--- config.mk ---
export PLATFORM = sky130hd
export DESIGN_NAME = add8_result_unpack
export DESIGN_NICKNAME = d
export VERILOG_FILES = /design/src/rtl/add8_pkg.sv /design/src/rtl/add8_lane_join.sv /design/src/rtl/add8_result_unpack.sv
export SDC_FILE = /design/constraint.sdc
export NUM_CORES = 1
export LEC_CHECK = 0
export BUFFER_PORTS_ARGS = -buffer_cell sky130_fd_sc_hd__buf_2
export CELL_PAD_IN_SITES_DETAIL_PLACEMENT = 1
export CELL_PAD_IN_SITES_GLOBAL_PLACEMENT = 2
export CORE_MARGIN = 2
export CORE_UTILIZATION = 38
export DETAILED_ROUTE_END_ITERATION = 10
export PLACE_DENSITY = 0.9
export SLEW_MARGIN = 25
export SYNTH_ARGS = -nofsm -noshare
export SYNTH_HDL_FRONTEND = slang
export SYNTH_SLANG_ARGS = --single-unit
--- constraint.sdc ---
create_clock -name clk -period 4.2 [get_ports clk]
set_input_delay 0.63 -clock clk [delete_from_list [all_inputs] [get_ports clk]]
set_output_delay 0.63 -clock clk [all_outputs]
set_load 0.02 [all_outputs]
--- src/rtl/add8_pkg.sv ---
// Shared constants and FSM state type for the add8 nibble-plane result reader.
package add8_pkg;
  localparam int ADD8_LANES  = 32;
  localparam int ADD8_NIB_W  = 4;
  localparam int ADD8_BYTE_W = 8;

  localparam logic [ADD8_BYTE_W-1:0] ADD8_CLIP_VAL = 8'hFF;

  typedef enum logic {
    ST_IDLE  = 1'b0,
    ST_DRAIN = 1'b1
  } add8_state_e;
endpackage

--- src/rtl/add8_lane_join.sv ---
// Joins low/high nibble planes into per-lane bytes; with ADD8_UNPACK_CLIP_EN
// also flags lanes holding the datapath clip marker.
module add8_lane_join
  import add8_pkg::*;
(
  input  logic [ADD8_LANES*ADD8_NIB_W-1:0]  dst0,
  input  logic [ADD8_LANES*ADD8_NIB_W-1:0]  dst1,
  output logic [ADD8_LANES*ADD8_BYTE_W-1:0] lane_bytes
`ifdef ADD8_UNPACK_CLIP_EN
  ,
  output logic [ADD8_LANES-1:0]             clip_flag
`endif
);
  for (genvar i = 0; i < ADD8_LANES; i++) begin : g_lane
    assign lane_bytes[i*ADD8_BYTE_W +: ADD8_BYTE_W] =
      {dst1[i*ADD8_NIB_W +: ADD8_NIB_W], dst0[i*ADD8_NIB_W +: ADD8_NIB_W]};
`ifdef ADD8_UNPACK_CLIP_EN
    assign clip_flag[i] = (lane_bytes[i*ADD8_BYTE_W +: ADD8_BYTE_W] == ADD8_CLIP_VAL);
`endif
  end
endmodule

--- src/rtl/add8_result_unpack.sv ---
// Captures a 32-lane nibble-plane result vector and drains it LANES_PER_BEAT
// bytes per beat. Clip reporting ports exist only with ADD8_UNPACK_CLIP_EN.
module add8_result_unpack
  import add8_pkg::*;
#(
  parameter int LANES_PER_BEAT = 4
) (
  input  logic                                clk,
  input  logic                                rst,
  input  logic                                in_valid,
  output logic                                in_ready,
  input  logic [ADD8_LANES*ADD8_NIB_W-1:0]    dst0,
  input  logic [ADD8_LANES*ADD8_NIB_W-1:0]    dst1,
  output logic                                out_valid,
  input  logic                                out_ready,
  output logic [ADD8_BYTE_W*LANES_PER_BEAT-1:0] out_data,
  output logic [4:0]                          out_idx,
  output logic                                out_first,
  output logic                                out_last
`ifdef ADD8_UNPACK_CLIP_EN
  ,
  output logic [LANES_PER_BEAT-1:0]           out_clip,
  output logic [5:0]                          clip_cnt
`endif
);
  localparam int NB = ADD8_LANES / LANES_PER_BEAT;
  localparam int OW = ADD8_BYTE_W * LANES_PER_BEAT;
  localparam int SH = $clog2(LANES_PER_BEAT);
  localparam int BW = ADD8_LANES * ADD8_BYTE_W;
  localparam logic [4:0] LAST_BEAT = 5'(NB - 1);

  if (!(LANES_PER_BEAT == 1 || LANES_PER_BEAT == 2 || LANES_PER_BEAT == 4 ||
        LANES_PER_BEAT == 8 || LANES_PER_BEAT == 16 || LANES_PER_BEAT == 32)) begin : g_bad_lpb
    $error("add8_result_unpack: LANES_PER_BEAT must be 1,2,4,8,16 or 32");
  end

  add8_state_e    state_q, state_d;
  logic [4:0]     beat_q, beat_d;
  logic [BW-1:0]  buf_q;
  logic [BW-1:0]  join_bytes;
  logic [7:0]     bit_off;
  logic           capture, is_last;

`ifdef ADD8_UNPACK_CLIP_EN
  logic [ADD8_LANES-1:0] clip_flag;
  logic [5:0]            clip_sum;
`endif

  add8_lane_join u_join (
    .dst0       (dst0),
    .dst1       (dst1),
    .lane_bytes (join_bytes)
`ifdef ADD8_UNPACK_CLIP_EN
    ,
    .clip_flag  (clip_flag)
`endif
  );

  assign is_last  = (state_q == ST_DRAIN) && (beat_q == LAST_BEAT);
  // Last-beat handoff lets the next vector load in the same edge: no bubble.
  assign in_ready = !rst && ((state_q == ST_IDLE) || (is_last && out_ready));
  assign capture  = in_valid && in_ready;

  always_comb begin
    state_d = state_q;
    beat_d  = beat_q;
    if (capture) begin
      state_d = ST_DRAIN;
      beat_d  = '0;
    end else if (state_q == ST_DRAIN && out_ready) begin
      if (is_last) begin
        state_d = ST_IDLE;
        beat_d  = '0;
      end else begin
        beat_d = beat_q + 5'd1;
      end
    end
  end

  always_ff @(posedge clk) begin
    if (rst) begin
      state_q <= ST_IDLE;
      beat_q  <= '0;
      buf_q   <= '0;
    end else begin
      state_q <= state_d;
      beat_q  <= beat_d;
      if (capture) buf_q <= join_bytes;
    end
  end

  // Outputs come only from buf_q/beat_q/state_q, so they hold through stalls.
  assign bit_off   = {beat_q, 3'b000} << SH;
  assign out_valid = (state_q == ST_DRAIN);
  assign out_data  = buf_q[bit_off +: OW];
  assign out_idx   = beat_q << SH;
  assign out_first = out_valid && (beat_q == 5'd0);
  assign out_last  = is_last;

`ifdef ADD8_UNPACK_CLIP_EN
  for (genvar j = 0; j < LANES_PER_BEAT; j++) begin : g_clip
    assign out_clip[j] = (out_data[j*ADD8_BYTE_W +: ADD8_BYTE_W] == ADD8_CLIP_VAL);
  end

  always_comb begin
    clip_sum = '0;
    for (int i = 0; i < ADD8_LANES; i++) clip_sum = clip_sum + 6'(clip_flag[i]);
  end

  always_ff @(posedge clk) begin
    if (rst)          clip_cnt <= '0;
    else if (capture) clip_cnt <= clip_sum;
  end
`endif
endmodule
==> flow_metrics.tcl <==
set metrics [dict create \
    nets 1774 \
    antenna_found_initial 17 \
    synth-seq-cells 262 \
    port_buffers 298 \
    hp-class "in -> reg" \
    drive_above_1_share_pct 30.1 \
    synth.distinct_cells 35 \
    synth_sequential_area_ratio_pct 38.0 \
    synth_area_leaders "dfxtp_1 38%, nand2b_1 23%, mux2i_1 19%" \
    grt_pass1_wl_um 58900 \
    finalSetupViolCount 0 \
    synth.cell_area_um2 13800 \
    hpwl_um 26700 \
    r2r-end "buf_q[45]" \
    whs_endpoint "buf_q[89]" \
    postCtsSetupBuffers 0 \
    die-width_um 194 \
    required_ns 3.57 \
    r2r_start "beat_q[0]" \
    htree_levels 2 \
    p_seq_share_pct 41.6 \
    startpoint_type "flip-flop" \
    netSwitchingPower_mw 1.59 \
    drc 0 \
    overflow 0 \
    cp-end-kind "primary output" \
    numCtsBuffers 34 \
    finalHoldViolCount 0 \
    hp-start "dst0[45]" \
    vias_per_cell 4.90 \
    startpoint "beat_q[0]" \
    netlist.area_leader.share_pct 38.0 \
    cts.sink_count 262 \
    cp_max_fo 29 \
    clk_pin_slew_worst_paths_ns 0.06 \
    grt_pass1_vias 10700 \
    wl_per_cell_um 19.0 \
    area_growth_pct 20.0 \
    die_area_um2 37800 \
    status "finished clean" \
    rsz0062_at_grt "no" \
    r2r_slack_ns 1.48 \
    dp.cells 1937 \
    drt-pass1-iter-count 5 \
    swShare_pct 24.1 \
    cts_resized 0 \
    tightest_slew_ns 0.885 \
    place.gp.congestion 0.816 \
    syn_area_per_cell_um2 10.8 \
    powerDensity_nw_per_um2 399 \
    worstHoldPathCells 3 \
    max_freq_mhz 278 \
    netlist_instances 1276 \
    timing.final.crit_share_pct 85.8 \
    clkPwrFrac_pct 45.4 \
    arrival_ns 2.97 \
    maxCapViolations 0 \
    ioPinCount 301 \
    core-area_um2 35700 \
    p_comb_share_pct 13.0 \
    grt.total_usage_pct 19.9 \
    routed_wl_um 38000 \
    reg2reg_depth 6 \
    ant_nets 0 \
    start_util_pct 38.7 \
    yosys_warnings 0 \
    p_int_mw 5.01 \
    vias 9800 \
    cts_hold_buffers 0 \
    fin_crit_ns 3.60 \
    insertion_delay_ns 0.51 \
    total_leakage_power_nw 7.47 \
    rows 69 \
    die_y_um 194 \
    first_iter_violations 390 \
    grt_max_degree 200 \
    drv_slew 0 \
    fin_cells 2002 \
    synth_top_cell_by_area "dfxtp_1" \
    relSlewSlack_pct 41.0 \
    path_class "reg -> out" \
    cts_root_buffer "clkbuf_16" \
    vdd_drop_max_uv 361 \
    cts_buffer_depth 3 \
    tritoncts "yes" \
    tns_ns 0 \
    skew_ns 0.0107 \
]
-- routing by layer --
metal / track usage [%] / wire [µm]
met4: 5.64 / 965
met5: 0 / 153
met2: 36.7 / 19600
met3: 6.16 / 2650
met1: 21.9 / 14600
-- kinds of logic after synthesis --
logic type	after synthesis	share of synthesized area (%)
AND/OR/NAND/NOR	529	24.0
multiplexers	353	32.0
flip-flops	262	38.0
buffers and inverters	116	5.07
AO/OA/AOI/OAI	13	0.672
adder cells (fa/ha/maj)	2	0.181
other	1	0.0272
-- cell type report --
| type | count | area, µm² |
|---|---|---|
| clock inverter | 5 | 103 |
| tap | 461 | 577 |
| clock buffer | 53 | 1060 |
| timing repair buffer | 310 | 1660 |
| inverter | 5 | 18.8 |
| multi-input combinational | 899 | 7860 |
| fill | 3988 | 19100 |
| sequential | 262 | 5250 |
| antenna | 7 | 17.5 |
-- flip-flops by register name, indices dropped and copies added (netlist names) --
signal     flops
out_valid      1
beat_q         5
buf_q        256
-- metrics by stage --
stage          area [µm²]  utilization, %  setup slack (ns)  power (mW)  hold WS [ns]
6_report            16500            46.4             0.598        6.60         0.367
3_5_place_dp        15400            43.1              1.13        3.67         0.468
3_3_place_gp        15300            43.0              1.04        3.64         0.458
4_1_cts             16500            46.3             0.510        6.72         0.346
2_1_floorplan       13800               -              1.98        3.38         0.449
5_1_grt             16500            46.4             0.285        6.89         0.360
-- cells in the mapped netlist, drive strengths merged --
cell type	n
a21oi	5
nand4	1
nand2	2
nor2	2
o21ba	1
a21boi	1
or2	1
buf	50
nor2b	1
clkbuf	61
and3b	1
and3	1
nand3	2
nor4bb	1
a311o	1
a31oi	1
or4	1
mux4	64
inv	5
or3b	1
dfxtp	262
and2	1
ha	2
o21ai	2
conb	1
mux2i	257
a311oi	2
and4b	1
nand2b	513
mux2	32
-- layout by cell type, fill, tap and decap left out, types with 3 or more instances in the layout --
cell         n
a21oi_1      5
mux2_2      22
buf_2      297
nand2b_1   513
inv_1        5
mux4_2      64
clkbuf_16   37
buf_12       4
clkbuf_8     7
buf_4        7
clkbuf_1     9
bufinv_16    3
dfxtp_1    259
mux2_4      10
mux2i_1    257
diode_2      7
-- power by group through the flow --
stage	sequential [mW]	clock (mW)	combinational, mW
floorplan	2.75	0	0.631
global placement	2.81	0	0.835
detailed placement	2.80	0	0.870
CTS	2.75	3.09	0.876
global route	2.77	3.19	0.939
finish	2.74	3.00	0.857
-- worst max-delay path: stages, from the launching register on --
cell and delay (ns):
dfxtp_4 0.71, buf_16 0.29, ha_1 0.25, nor4bb_1 0.69
a21oi_1 0.19, nor2_1 0.13, buf_2 0.18
-- worst max-delay path by stage --
stage,slack (ns),depth (start not counted),end
floorplan,1.98,4,out_data[0]
global placement,1.04,5,in_ready
detailed placement,1.13,6,in_ready
CTS,0.51,6,in_ready
global route,0.29,6,in_ready
finish,0.60,6,in_ready
Power figures use the tool's default switching activity.
